--- config.mk ---
export PLATFORM = sky130hd
export DESIGN_NAME = br_arb
export DESIGN_NICKNAME = d
export VERILOG_FILES = /design/src/rtl/br_arb_pkg.sv /design/src/rtl/br_arb_brcomp.sv /design/src/rtl/br_arb.sv
export SDC_FILE = /design/constraint.sdc
export NUM_CORES = 1
export LEC_CHECK = 0
export ABC_AREA = 1
export ABC_CLOCK_PERIOD_IN_PS = 2300
export BUFFER_PORTS_ARGS = -buffer_cell sky130_fd_sc_hd__buf_2
export CAP_MARGIN = 25
export CORE_AREA = 2 2 116 118
export DETAILED_ROUTE_END_ITERATION = 10
export DIE_AREA = 0 0 118 120
export PLACE_DENSITY_LB_ADDON = 0.12
export SKIP_LAST_GASP = 1
export SLEW_MARGIN = 20
export SYNTH_ARGS = -nofsm -noshare
export SYNTH_HDL_FRONTEND = slang
export SYNTH_HIERARCHICAL = 1
export SYNTH_SLANG_ARGS = --single-unit
--- constraint.sdc ---
create_clock -name clk -period 2.3 [get_ports clk]
set_input_delay 0.115 -clock clk [delete_from_list [all_inputs] [get_ports clk]]
set_output_delay 0.115 -clock clk [all_outputs]
set_load 0.1 [all_outputs]
--- src/rtl/br_arb_pkg.sv ---
// Shared types and constants for the branch/SLT comparator arbiter.
package br_arb_pkg;

  typedef enum logic [1:0] {
    IDLE = 2'd0,
    CMP  = 2'd1,
    RESP = 2'd2
  } state_t;

  typedef enum logic {
    REQ_BR  = 1'b0,
    REQ_SLT = 1'b1
  } req_id_t;

  localparam logic [2:0] F3_BEQ  = 3'b000;
  localparam logic [2:0] F3_BNE  = 3'b001;
  localparam logic [2:0] F3_BLT  = 3'b100;
  localparam logic [2:0] F3_BGE  = 3'b101;
  localparam logic [2:0] F3_BLTU = 3'b110;
  localparam logic [2:0] F3_BGEU = 3'b111;

  function automatic logic f3_unsigned(input logic [2:0] f3);
    return (f3 == F3_BLTU) || (f3 == F3_BGEU);
  endfunction

  function automatic logic f3_illegal(input logic [2:0] f3);
    return (f3 == 3'b010) || (f3 == 3'b011);
  endfunction

  // Illegal encodings fall through to not-taken.
  function automatic logic branch_taken(input logic [2:0] f3, input logic less, input logic equal);
    logic taken;
    case (f3)
      F3_BEQ:           taken = equal;
      F3_BNE:           taken = !equal;
      F3_BLT, F3_BLTU:  taken = less;
      F3_BGE, F3_BGEU:  taken = !less;
      default:          taken = 1'b0;
    endcase
    return taken;
  endfunction

endpackage

--- src/rtl/br_arb_brcomp.sv ---
// Shared magnitude/equality comparator, signed or unsigned.
module brcomp
  import br_arb_pkg::*;
#(
  parameter int XLEN = 32
) (
  input  logic [XLEN-1:0] a,
  input  logic [XLEN-1:0] b,
  input  logic            is_unsigned,
  output logic            less,
  output logic            equal
);

  assign equal = (a == b);
  assign less  = is_unsigned ? (a < b) : ($signed(a) < $signed(b));

endmodule

--- src/rtl/br_arb.sv ---
// Round-robin arbiter sharing one comparator between a branch unit and an SLT unit.
module br_arb
  import br_arb_pkg::*;
#(
  parameter int XLEN = 32
) (
  input  logic            clk,
  input  logic            rst,
  input  logic            br_req_valid,
  output logic            br_req_ready,
  input  logic [XLEN-1:0] br_rs1,
  input  logic [XLEN-1:0] br_rs2,
  input  logic [2:0]      br_funct3,
  output logic            br_resp_valid,
  output logic            br_taken,
  output logic            br_illegal,
  input  logic            slt_req_valid,
  output logic            slt_req_ready,
  input  logic [XLEN-1:0] slt_a,
  input  logic [XLEN-1:0] slt_b,
  input  logic            slt_unsigned,
  output logic            slt_resp_valid,
  output logic [XLEN-1:0] slt_result
);

  state_t          state;
  req_id_t         prio;
  req_id_t         owner;
  logic [XLEN-1:0] op_a;
  logic [XLEN-1:0] op_b;
  logic [2:0]      op_f3;
  logic            op_uns;
  logic            less_q;
  logic            equal_q;
  logic            cmp_less;
  logic            cmp_equal;
  logic            grant_br;
  logic            grant_slt;

  // Grant is combinational so a requester sees ready in the same cycle it asks.
  always_comb begin
    grant_br  = 1'b0;
    grant_slt = 1'b0;
    if (!rst && state == IDLE) begin
      if (br_req_valid && (!slt_req_valid || prio == REQ_BR))
        grant_br = 1'b1;
      else if (slt_req_valid)
        grant_slt = 1'b1;
    end
  end

  assign br_req_ready  = grant_br;
  assign slt_req_ready = grant_slt;

  brcomp #(.XLEN(XLEN)) u_brcomp (
    .a           (op_a),
    .b           (op_b),
    .is_unsigned (op_uns),
    .less        (cmp_less),
    .equal       (cmp_equal)
  );

  always_ff @(posedge clk) begin
    if (rst) begin
      state          <= IDLE;
      prio           <= REQ_BR;
      owner          <= REQ_BR;
      op_a           <= '0;
      op_b           <= '0;
      op_f3          <= 3'b000;
      op_uns         <= 1'b0;
      less_q         <= 1'b0;
      equal_q        <= 1'b0;
      br_resp_valid  <= 1'b0;
      slt_resp_valid <= 1'b0;
      br_taken       <= 1'b0;
      br_illegal     <= 1'b0;
      slt_result     <= '0;
    end else begin
      br_resp_valid  <= 1'b0;
      slt_resp_valid <= 1'b0;
      case (state)
        IDLE: begin
          if (grant_br || grant_slt) begin
            op_a   <= grant_br ? br_rs1 : slt_a;
            op_b   <= grant_br ? br_rs2 : slt_b;
            op_f3  <= grant_br ? br_funct3 : F3_BEQ;
            op_uns <= grant_br ? f3_unsigned(br_funct3) : slt_unsigned;
            owner  <= grant_br ? REQ_BR : REQ_SLT;
            // Point at the loser so the next contested grant goes the other way.
            prio   <= grant_br ? REQ_SLT : REQ_BR;
            state  <= CMP;
          end
        end
        CMP: begin
          less_q  <= cmp_less;
          equal_q <= cmp_equal;
          state   <= RESP;
        end
        RESP: begin
          if (owner == REQ_BR) begin
            br_resp_valid <= 1'b1;
            br_illegal    <= f3_illegal(op_f3);
            br_taken      <= branch_taken(op_f3, less_q, equal_q);
          end else begin
            slt_resp_valid <= 1'b1;
            slt_result     <= {{(XLEN-1){1'b0}}, less_q};
          end
          state <= IDLE;
        end
        default: state <= IDLE;
      endcase
    end
  end

endmodule

==> results_dict.tcl <==
set metrics [dict create \
    synth_area_leader_cell "dfxtp_1" \
    first_global_vias 4762 \
    min_from "br_funct3[2]" \
    power.leakage_nw 3.862 \
    yosys_warnings 6 \
    coreArea_um2 12980 \
    crit_slowest_cell "buf_2" \
    cts_setup_buffers 0 \
    crit_chain "nand2_1 > nand2_2 > buf_4 > nor2_4 > buf_2" \
    whs_ns 0.07350 \
    first_iter_violations 209 \
    nNetsFinal 1164 \
    netlist_area_um2 5668 \
    cts-htree-levels 3 \
    reg2reg_to "less_q" \
    final_util 0.5121 \
    grtUsageTotal 0.1829 \
    final_layout_size_suffix_gt1_frac 0.1850 \
    dieArea_um2 14160 \
    rr_worst_depth 14 \
    post_drt_wl_per_cell_um 10.93 \
    slew_violations 0 \
    skew_ns 0.005872 \
    min_to "op_f3[2]" \
    grt.overflow.total 0 \
    timing.rr.start "op_b[11]" \
    yosysMostFrequentCell "nor2_1" \
    clkSinkCount 79 \
    ctsHoldBuffers 0 \
    cpLargestDelayFamily "buffers and inverters" \
    fin_crit_ns 1.978 \
    viasPerCell 4.372 \
    synth_top_area_frac 0.2790 \
    slowest_delay_ns 0.46 \
    vias 5141 \
    reg2reg_slack_ns 0.59 \
    die_h_um 120 \
    io_pins 174 \
    gp_congestion 0.8030 \
    period_share 0.8598 \
    fmax_ghz 0.5057 \
    pwr_density_cell_nw_per_um2 640.6 \
    synthTopCellsByCount "nor2_1 (202), inv_1 (177), o21bai_1 (126)" \
    synth_edf_count 0 \
    rows 42 \
    routed_wl_mm 12.85 \
    grt_first_pass_wirelength_mm 21.36 \
    clockRootBuffer "clkbuf_16" \
    vdd_drop_max_v 0.0003128 \
    crit_path_start_kind "flip-flop" \
    clockBufferDepth 2 \
    criticalPathCategory "reg -> out" \
    seq_area_frac_synth 0.2790 \
    antenna_left 0 \
    status "finished clean" \
    holdPathStages 3 \
    worstMarginPinSlew_ns 0.6563 \
    synthDistinctLibCells 31 \
    antenna_found_initial 0 \
    synthFlopType "dfxtp_1" \
    clk_latency_ns 0.33 \
    drtPass1Iterations 4 \
    syn_area_per_cell_um2 6.456 \
    hold_viol_final 0 \
    tritoncts "done" \
    ctsResizeCount 0 \
    cp-end-kind "primary output" \
    crit_buf_inv 2 \
    synth-seq-cells 79 \
    drc 0 \
    antenna_cells 0 \
    tns_ns 0 \
    grt_start_max_net_pins 86 \
    place_hpwl_mm 9.587 \
    cts_made_buffers 9 \
    fin_total_pwr_mw 4.259 \
    port_buffers 142 \
    setup_viol 0 \
    slew-limit-headroom 0.5625 \
    critPathMaxFanout 31 \
    crit_required_ns 2.18 \
    synthTopCellsByArea "dfxtp_1 (28%), o21bai_1 (17%), nor2_1 (13%)" \
    min_path_type "in -> reg" \
    rsz0062_at_grt "no" \
    arrival_ns 1.86 \
    syn_to_final_growth_pct 17.28 \
    initial_core_util 0.4367 \
    clk_pin_slew_ns 0.06 \
    maxCapViolCount 0 \
    die_x_um 118 \
    synthCells 878 \
    synthArstFlopShare 0 \
]
==> worst reg2reg max path: stages, from the launching register on <==
cell and delay, ns:
dfxtp_1 0.37, inv_1 0.06, ha_1 0.29, nand2_1 0.07
inv_1 0.06, nand2_1 0.06, nand2_1 0.05, a21oi_1 0.13
nand2_1 0.07, nand2_1 0.07, nand2_1 0.05, nand2_1 0.05
nand2_1 0.05, o21ai_0 0.15, a21oi_1 0.06
==> layer usage <==
metal,part of all wire,vias up,global-route usage
li1,-,2817,-
met4,0.0074,0,0.04367
met3,0.036,6,0.02376
met2,0.52,103,0.3481
met5,0,-,0
met1,0.44,2215,0.2165
==> how the worst max path moves through the flow <==
stage	from	to	slack, ns	depth (start not counted)
floorplan	state[1]	slt_req_ready	0.06	3
global placement	op_b[11]	less_q	0.63	14
detailed placement	op_b[21]	less_q	0.61	12
CTS	prio	br_req_ready	0.30	5
global route	prio	br_req_ready	0.23	5
finish	prio	br_req_ready	0.32	5
==> flip-flops by register name, summed over array words and instances (netlist names) <==
register,cells
op_f3,3
op_uns,1
br_resp_valid,1
slt_resp_valid,1
equal_q,1
slt_result,1
br_taken,1
op_b,32
state,2
br_illegal,1
op_a,32
prio,1
owner,1
less_q,1
==> metrics by stage <==
stage                     setup slack, ns  instances  instance area, um2
final                              0.3224       1176                6648
after global routing               0.2300       1176                6648
after CTS                          0.3042       1176                6648
after detailed placement           0.6109       1161                6359
after global placement             0.6254       1161                6359
after floorplan                   0.05883        908                5781
==> where the power goes <==
group | total (mW) | internal, mW | leakage [nW] | switching, mW
clock network | 1.39 | 0.834 | 0.127 | 0.551
registers | 1.57 | 1.50 | 0.651 | 0.0746
logic | 1.30 | 0.445 | 3.08 | 0.855
==> cells by family (layout without fill, tap and decap cells) <==
group,after synthesis,in the layout,share of synthesized area
buf+inv,255,347,0.2026
compound gates,157,157,0.1976
other cells,1,31,0.0006616
flops,79,79,0.2790
simple gates,354,354,0.2495
fa+ha+maj,32,32,0.07064
==> layout by cell type (no fill, tap or decap), drive strengths merged, types with 2 or more instances in the layout <==
master    count
ha           32
nand2       123
o21ai         5
dfxtp        79
clkbuf       10
nand4         3
nand3        17
o21bai      126
a21oi        22
buf         151
nor2        207
inv         181
clkinvlp      4
a211oi        2
conb         31
==> final cells by class <==
type                            count  area (um2)
Fill cell                        1450        6332
Multi-Input combinational cell    574        3072
Sequential cell                    79        1582
Timing Repair Buffer              151       803.3
Inverter                          181       681.9
Clock buffer                       10       229.0
Tap cell                          176       220.2
Clock inverter                      5       60.06
No activity file was read; power rests on OpenSTA's default activity.
